File: src/rtl/rle_pkg.sv
// Shared types for the run-length codec: token layout, encoder/decoder FSM states.
// No logic; latency and backpressure are properties of the modules that import it.
// Token bit SIZE selects literal (0) or run header (1).
package rle_pkg;

    localparam int SIZE     = 7;
    localparam int LIMIT    = 255;
    localparam int TOK_W    = SIZE + 1;
    localparam int KIND_BIT = SIZE;

    typedef struct packed {
        logic [SIZE:0] data;
        logic          valid;
    } out_st;

    typedef enum logic [1:0] {
        FETCH,
        WAIT_CNT,
        EMIT
    } dec_state_e;

    typedef enum logic [1:0] {
        ENC_IDLE,
        ENC_COUNT,
        ENC_FLUSH
    } enc_state_e;

    function automatic logic is_header(input logic [SIZE:0] tok);
        return tok[KIND_BIT];
    endfunction

endpackage

File: src/rtl/rle_token_fifo.sv
// Synchronous token FIFO, DEPTH x WIDTH, async active-low reset.
// Latency: a word written in cycle t is visible on rdata in cycle t+1.
// Backpressure: caller must not push when full unless it pops in the same cycle.
module rle_token_fifo #(
    parameter int WIDTH = 8,
    parameter int DEPTH = 16,
    localparam int AW   = $clog2(DEPTH)
) (
    input  logic             clock,
    input  logic             reset_n,
    input  logic             push,
    input  logic             pop,
    input  logic [WIDTH-1:0] wdata,
    output logic [WIDTH-1:0] rdata,
    output logic             full,
    output logic             empty,
    output logic [AW:0]      level
);

    logic [WIDTH-1:0] mem_q [DEPTH];
    logic [AW:0]      wr_ptr_q, wr_ptr_d;
    logic [AW:0]      rd_ptr_q, rd_ptr_d;

    always_ff @(posedge clock) begin
        if (push) begin
            mem_q[wr_ptr_q[AW-1:0]] <= wdata;
        end
    end

    always_comb begin
        wr_ptr_d = push ? wr_ptr_q + (AW+1)'(1) : wr_ptr_q;
        rd_ptr_d = pop  ? rd_ptr_q + (AW+1)'(1) : rd_ptr_q;
    end

    always_ff @(posedge clock or negedge reset_n) begin
        if (!reset_n) begin
            wr_ptr_q <= '0;
            rd_ptr_q <= '0;
        end else begin
            wr_ptr_q <= wr_ptr_d;
            rd_ptr_q <= rd_ptr_d;
        end
    end

    // Extra pointer bit distinguishes full from empty when indices match.
    assign level = wr_ptr_q - rd_ptr_q;
    assign full  = (level == (AW+1)'(DEPTH));
    assign empty = (level == '0);
    assign rdata = mem_q[rd_ptr_q[AW-1:0]];

endmodule

File: src/rtl/rle_decoder.sv
// Run-length decoder: expands literal / header+count tokens back into a symbol stream.
// Latency: 2 cycles token-in to symbol-out when idle; 1 symbol/cycle sustained.
// Backpressure: sym_ready=0 holds sym_out; FIFO absorbs input, overflow drops and sticks.
module rle_decoder
    import rle_pkg::*;
#(
    parameter int DEPTH = 16,
    parameter int CNT_W = 8
) (
    input  logic                     clock,
    input  logic                     reset_n,
    input  out_st                    dataIn,
    output logic [SIZE-1:0]          sym_out,
    output logic                     sym_valid,
    input  logic                     sym_ready,
    output logic                     overflow,
    output logic [$clog2(DEPTH):0]   fifo_level
);

    dec_state_e       state_q, state_d;
    logic [SIZE-1:0]  sym_q, sym_d;
    logic [CNT_W-1:0] rem_q, rem_d;
    logic             overflow_q;

    logic             fifo_push, fifo_pop, fifo_full, fifo_empty;
    logic [SIZE:0]    head;

    assign fifo_push = dataIn.valid && (!fifo_full || fifo_pop);

    rle_token_fifo #(
        .WIDTH (TOK_W),
        .DEPTH (DEPTH)
    ) u_fifo (
        .clock   (clock),
        .reset_n (reset_n),
        .push    (fifo_push),
        .pop     (fifo_pop),
        .wdata   (dataIn.data),
        .rdata   (head),
        .full    (fifo_full),
        .empty   (fifo_empty),
        .level   (fifo_level)
    );

    always_ff @(posedge clock or negedge reset_n) begin
        if (!reset_n) begin
            state_q    <= FETCH;
            sym_q      <= '0;
            rem_q      <= '0;
            overflow_q <= 1'b0;
        end else begin
            state_q    <= state_d;
            sym_q      <= sym_d;
            rem_q      <= rem_d;
            overflow_q <= overflow_q | (dataIn.valid & ~fifo_push);
        end
    end

    always_comb begin
        state_d  = state_q;
        sym_d    = sym_q;
        rem_d    = rem_q;
        fifo_pop = 1'b0;
        unique case (state_q)
            FETCH: begin
                if (!fifo_empty) begin
                    fifo_pop = 1'b1;
                    sym_d    = head[SIZE-1:0];
                    if (is_header(head)) begin
                        state_d = WAIT_CNT;
                    end else begin
                        rem_d   = '0;
                        state_d = EMIT;
                    end
                end
            end
            WAIT_CNT: begin
                // Whatever follows a header is its count, even if bit SIZE is set.
                if (!fifo_empty) begin
                    fifo_pop = 1'b1;
                    rem_d    = head[CNT_W-1:0];
                    state_d  = EMIT;
                end
            end
            EMIT: begin
                if (sym_ready) begin
                    if (rem_q != '0) begin
                        rem_d = rem_q - CNT_W'(1);
                    end else if (!fifo_empty) begin
                        fifo_pop = 1'b1;
                        sym_d    = head[SIZE-1:0];
                        if (is_header(head)) begin
                            state_d = WAIT_CNT;
                        end else begin
                            rem_d = '0;
                        end
                    end else begin
                        state_d = FETCH;
                    end
                end
            end
            default: state_d = FETCH;
        endcase
    end

    always_comb begin
        sym_valid = (state_q == EMIT);
        sym_out   = (state_q == EMIT) ? sym_q : '0;
        overflow  = overflow_q;
    end

endmodule

File: config.mk
export PLATFORM = sky130hd
export DESIGN_NAME = rle_decoder
export DESIGN_NICKNAME = d
export VERILOG_FILES = /design/src/rtl/rle_pkg.sv /design/src/rtl/rle_token_fifo.sv /design/src/rtl/rle_decoder.sv
export SDC_FILE = /design/constraint.sdc
export NUM_CORES = 1
export LEC_CHECK = 0
export CORE_ASPECT_RATIO = 0.8
export CORE_MARGIN = 4
export CORE_UTILIZATION = 55
export DETAILED_ROUTE_END_ITERATION = 10
export PLACE_DENSITY_LB_ADDON = 0.15
export SLEW_MARGIN = 30
export SYNTH_ARGS = -nofsm -noshare
export SYNTH_HDL_FRONTEND = slang
export SYNTH_SLANG_ARGS = --single-unit
File: constraint.sdc
create_clock -name clock -period 3.2 [get_ports clock]
set_input_delay 0.48 -clock clock [delete_from_list [all_inputs] [get_ports clock]]
set_output_delay 0.48 -clock clock [all_outputs]
set_load 0.05 [all_outputs]
==> impl_metrics.csv <==
group,metric,value,unit
yosys,synthCells,437,
final_layout,antennaDiodeCount,0,
yosys,synthFlopType,"edfxtp_1",
placement,post_place_instance_area,0.00769,mm^2
outcome,run_status,"finished, final reports clean",
setup_path,worst-r2r-cell-count,8,
timing,grt_setup_unrepaired,"no",
timing,timing.final.ws_setup,139,ps
setup_path,critical_path_peak_fanout,8,
timing,finalSetupViolCount,0,
floorplanning,effective_utilization_at_floorplan,57.0,%
yosys,synth-seq-cells,156,
clock_tree,post_cts_hold_buffer_count,0,
setup_path,r2r_setup_slack,290,ps
placement,detailedPlacementHpwl,10200,um
routing,detail_route.iter0.violations,295,
timing,slew_viol_final,0,
power,p_total,9.33,mW
yosys,synth.cell_area,0.00704,mm^2
floorplanning,i_o_pins,26,
grt,first_global_vias,4090,
yosys,synth_async_reset_ratio,17.9,%
timing,worst_pin_slew,648,ps
final_layout,nFillCells,862,
final_layout,stdcell_count,677,
hold_path,hold_path_class,"in2async",
yosys,synth_nets,466,
routing,route.detailed.wl_per_inst,21.8,um
placement,globalplace.congestion,0.860,
timing,hold_ws,440,ps
final_layout,utilization,67.4,%
power,irDropWorstVdd,0.662,mV
floorplanning,std_cell_rows,36,
yosys,synthDistinctLibCells,67,
final_layout,syn2layout_area_growth,18.2,%
routing,wl,14800,um
final_layout,postLayoutCellArea,0.00832,mm^2
yosys,yosysWarningCount,0,
clock_tree,cts_max_level,4,
floorplanning,floorplan.die_area,0.0147,mm^2
power,power.density_cell_area,1120,mW/mm^2
clock_tree,tritoncts.num_buffers,17,
grt,grt_pass1_wl,23400,um
routing,drt_drc_violations_left,0,
placement,placed_cells,644,
setup_path,crit_buf_inv,4,
setup_path,start_kind,"register",
timing,maxSlewHeadroom,56.7,%
setup_path,critPathTopFamily,"adder cells",
grt,grt-ovfl-total,0,
floorplanning,fp.dieW,134,um
setup_path,critical_path.reg2reg.endpoint,"sym_q[3]",
yosys,avgSynthCellArea,16.1,um^2
placement,pre_cts_slack,164,ps
power,leakage,3.07,nW
setup_path,critical-path-max-stage-delay,450,ps
clock_tree,clock-sinks,156,
timing,fin_skew,7.91,ps
placement,buffer_ports.inserted,25,
setup_path,path_cells,"inv_1, ha_1, fa_2, nand2b_1, a21oi_2, xor2_2, buf_4, inv_1, buf_4",
setup_path,worst-setup-path-type,"reg2out",
clock_tree,clk_pin_slew,60,ps
setup_path,worst_r2r_startpoint,"u_fifo.wr_ptr_q[0]",
clock_tree,tritoncts_clock_tree,"done",
timing,fin_crit_sh,95.7,%
timing,setup_tns,0,ps
setup_path,cpMaxStageDelayCell,"fa_2",
routing,final_antenna_net_count,0,
setup_path,timing.critical_path.required,2720,ps
grt,antenna_found_initial,0,
grt,grt_start_max_net_pins,29,
setup_path,critPathCaptureType,"output port",
timing,finalCriticalPeriod,3060,ps
final_layout,drive_above_1_share,23.9,%
clock_tree,maximum_root_to_sink_buffer_count,2,
grt,grt.total_usage,21.9,%
clock_tree,clk_latency,420,ps
timing,hold_violations,0,
run,timing.max_cap.violations,0,
final_layout,finalNetCount,523,
routing,dr_total_vias,4016,
floorplanning,dieHeight,109,um
setup_path,data_arrival_at_the_endpoint_of_the_critical_path,2580,ps
yosys,yosysSeqAreaShare,64.6,%
clock_tree,root_buffer,"clkbuf_16",
timing,fmax,0.327,GHz
floorplanning,fp.coreArea,0.0123,mm^2
routing,drt-vias-per-instance,5.93,
yosys,synth_enable_flop_cells,128,
routing,detail_route.first_pass.iterations,5,
flip-flops by register name, indices dropped and copies added, names as in the netlist:
name / flops
u_fifo.rd_ptr_q: 5
u_fifo.wr_ptr_q: 5
state_q: 2
sym_q: 7
overflow: 1
rem_q: 8
u_fifo.mem_q: 128
metal layers:
layer | vias to the layer above | global-route usage (%) | wire, um
met4 | 0 | 5.31 | 152
met1 | 2053 | 30.7 | 6630
met2 | 122 | 35.2 | 7130
li1 | 1824 | - | -
met3 | 17 | 5.54 | 877
met5 | - | 0 | 0
worst max-delay path by stage:
| stage | end | start | slack, ps | cells after the start |
|---|---|---|---|---|
| 2_1_floorplan | u_fifo.mem_q[10][0] | u_fifo.rd_ptr_q[2] | -60 | 9 |
| 3_3_place_gp | u_fifo.mem_q[6][1] | u_fifo.wr_ptr_q[0] | 210 | 9 |
| 3_5_place_dp | sym_q[3] | u_fifo.wr_ptr_q[0] | 160 | 8 |
| 4_1_cts | fifo_level[4] | u_fifo.wr_ptr_q[0] | 50 | 9 |
| 5_1_grt | fifo_level[4] | u_fifo.wr_ptr_q[0] | 20 | 9 |
| 6_report | fifo_level[4] | u_fifo.wr_ptr_q[0] | 140 | 9 |
final cells by class:
| cell class | instances | area (um^2) | share of cell area [%] |
|---|---|---|---|
| Inverter | 22 | 82.6 | 0.993 |
| Clock buffer | 20 | 437 | 5.25 |
| Sequential cell | 156 | 4540 | 54.6 |
| Clock inverter | 11 | 168 | 2.02 |
| Timing Repair Buffer | 53 | 498 | 5.99 |
| Multi-Input combinational cell | 244 | 2370 | 28.5 |
| Tap cell | 171 | 214 | 2.57 |
cells in the final DEF, fill, tap and decap left out, types with 7 or more instances in the layout:
cell type / instances
mux2i_1: 13
nand4_1: 7
nand2_1: 31
inv_1: 18
dfrtp_1: 28
edfxtp_1: 128
buf_4: 29
mux2_2: 9
mux4_1: 8
mux4_2: 23
nor2_1: 14
ha_1: 16
and3_1: 11
clkbuf_16: 17
clkdlybuf4s50_1: 20
and2_1: 9
Yosys cell counts (all sizes together) (2+ instances only):
| cell type | number | area share [%] |
|---|---|---|
| a211oi | 2 | 0.21 |
| a21oi | 8 | 0.62 |
| a221o | 6 | 0.85 |
| a31oi | 6 | 0.53 |
| a32o | 2 | 0.30 |
| and2 | 10 | 0.91 |
| and3 | 13 | 1.2 |
| buf | 6 | 0.62 |
| clkbuf | 9 | 1.1 |
| clkinv | 3 | 0.16 |
| dfrtp | 28 | 10 |
| edfxtp | 128 | 55 |
| ha | 16 | 2.8 |
| inv | 19 | 1.0 |
| mux2 | 10 | 1.6 |
| mux2i | 13 | 1.8 |
| mux4 | 31 | 10 |
| nand2 | 32 | 1.8 |
| nand2b | 3 | 0.37 |
| nand3 | 6 | 0.43 |
| nand3b | 3 | 0.32 |
| nand4 | 7 | 0.62 |
| nor2 | 15 | 0.80 |
| nor2b | 5 | 0.44 |
| nor3 | 8 | 0.64 |
| nor4 | 5 | 0.44 |
| o211ai | 2 | 0.21 |
| o21ai | 5 | 0.36 |
| o21bai | 2 | 0.21 |
| o31ai | 3 | 0.39 |
| or3b | 2 | 0.25 |
| xnor2 | 6 | 0.75 |
| xor2 | 7 | 0.98 |
logic make-up (layout without fill, tap and decap cells):
group | after synthesis | count (layout) | synth area share (%)
DFF | 156 | 156 | 64.6
muxes | 54 | 54 | 13.8
xor gates and xnor gates | 13 | 13 | 1.72
buffers and inverters | 37 | 106 | 2.92
and+or+nand+nor | 115 | 115 | 8.96
AOI/OAI and AO/OA | 45 | 45 | 4.89
adders and majority gates | 17 | 17 | 3.13
timing repair:
action,4_1_cts,5_1_grt
buffers inserted,0,2
gates resized for setup,1,1
gates cloned,0,0
endpoints found under the setup margin,1,1
power breakdown:
part / internal, mW / total (mW) / switching [mW]
sequential: 2.53 / 2.71 / 0.172
combinational: 1.91 / 4.55 / 2.64
clock: 1.30 / 2.07 / 0.772
total: 5.75 / 9.33 / 3.58
No activity file was read; power rests on OpenSTA's default activity.
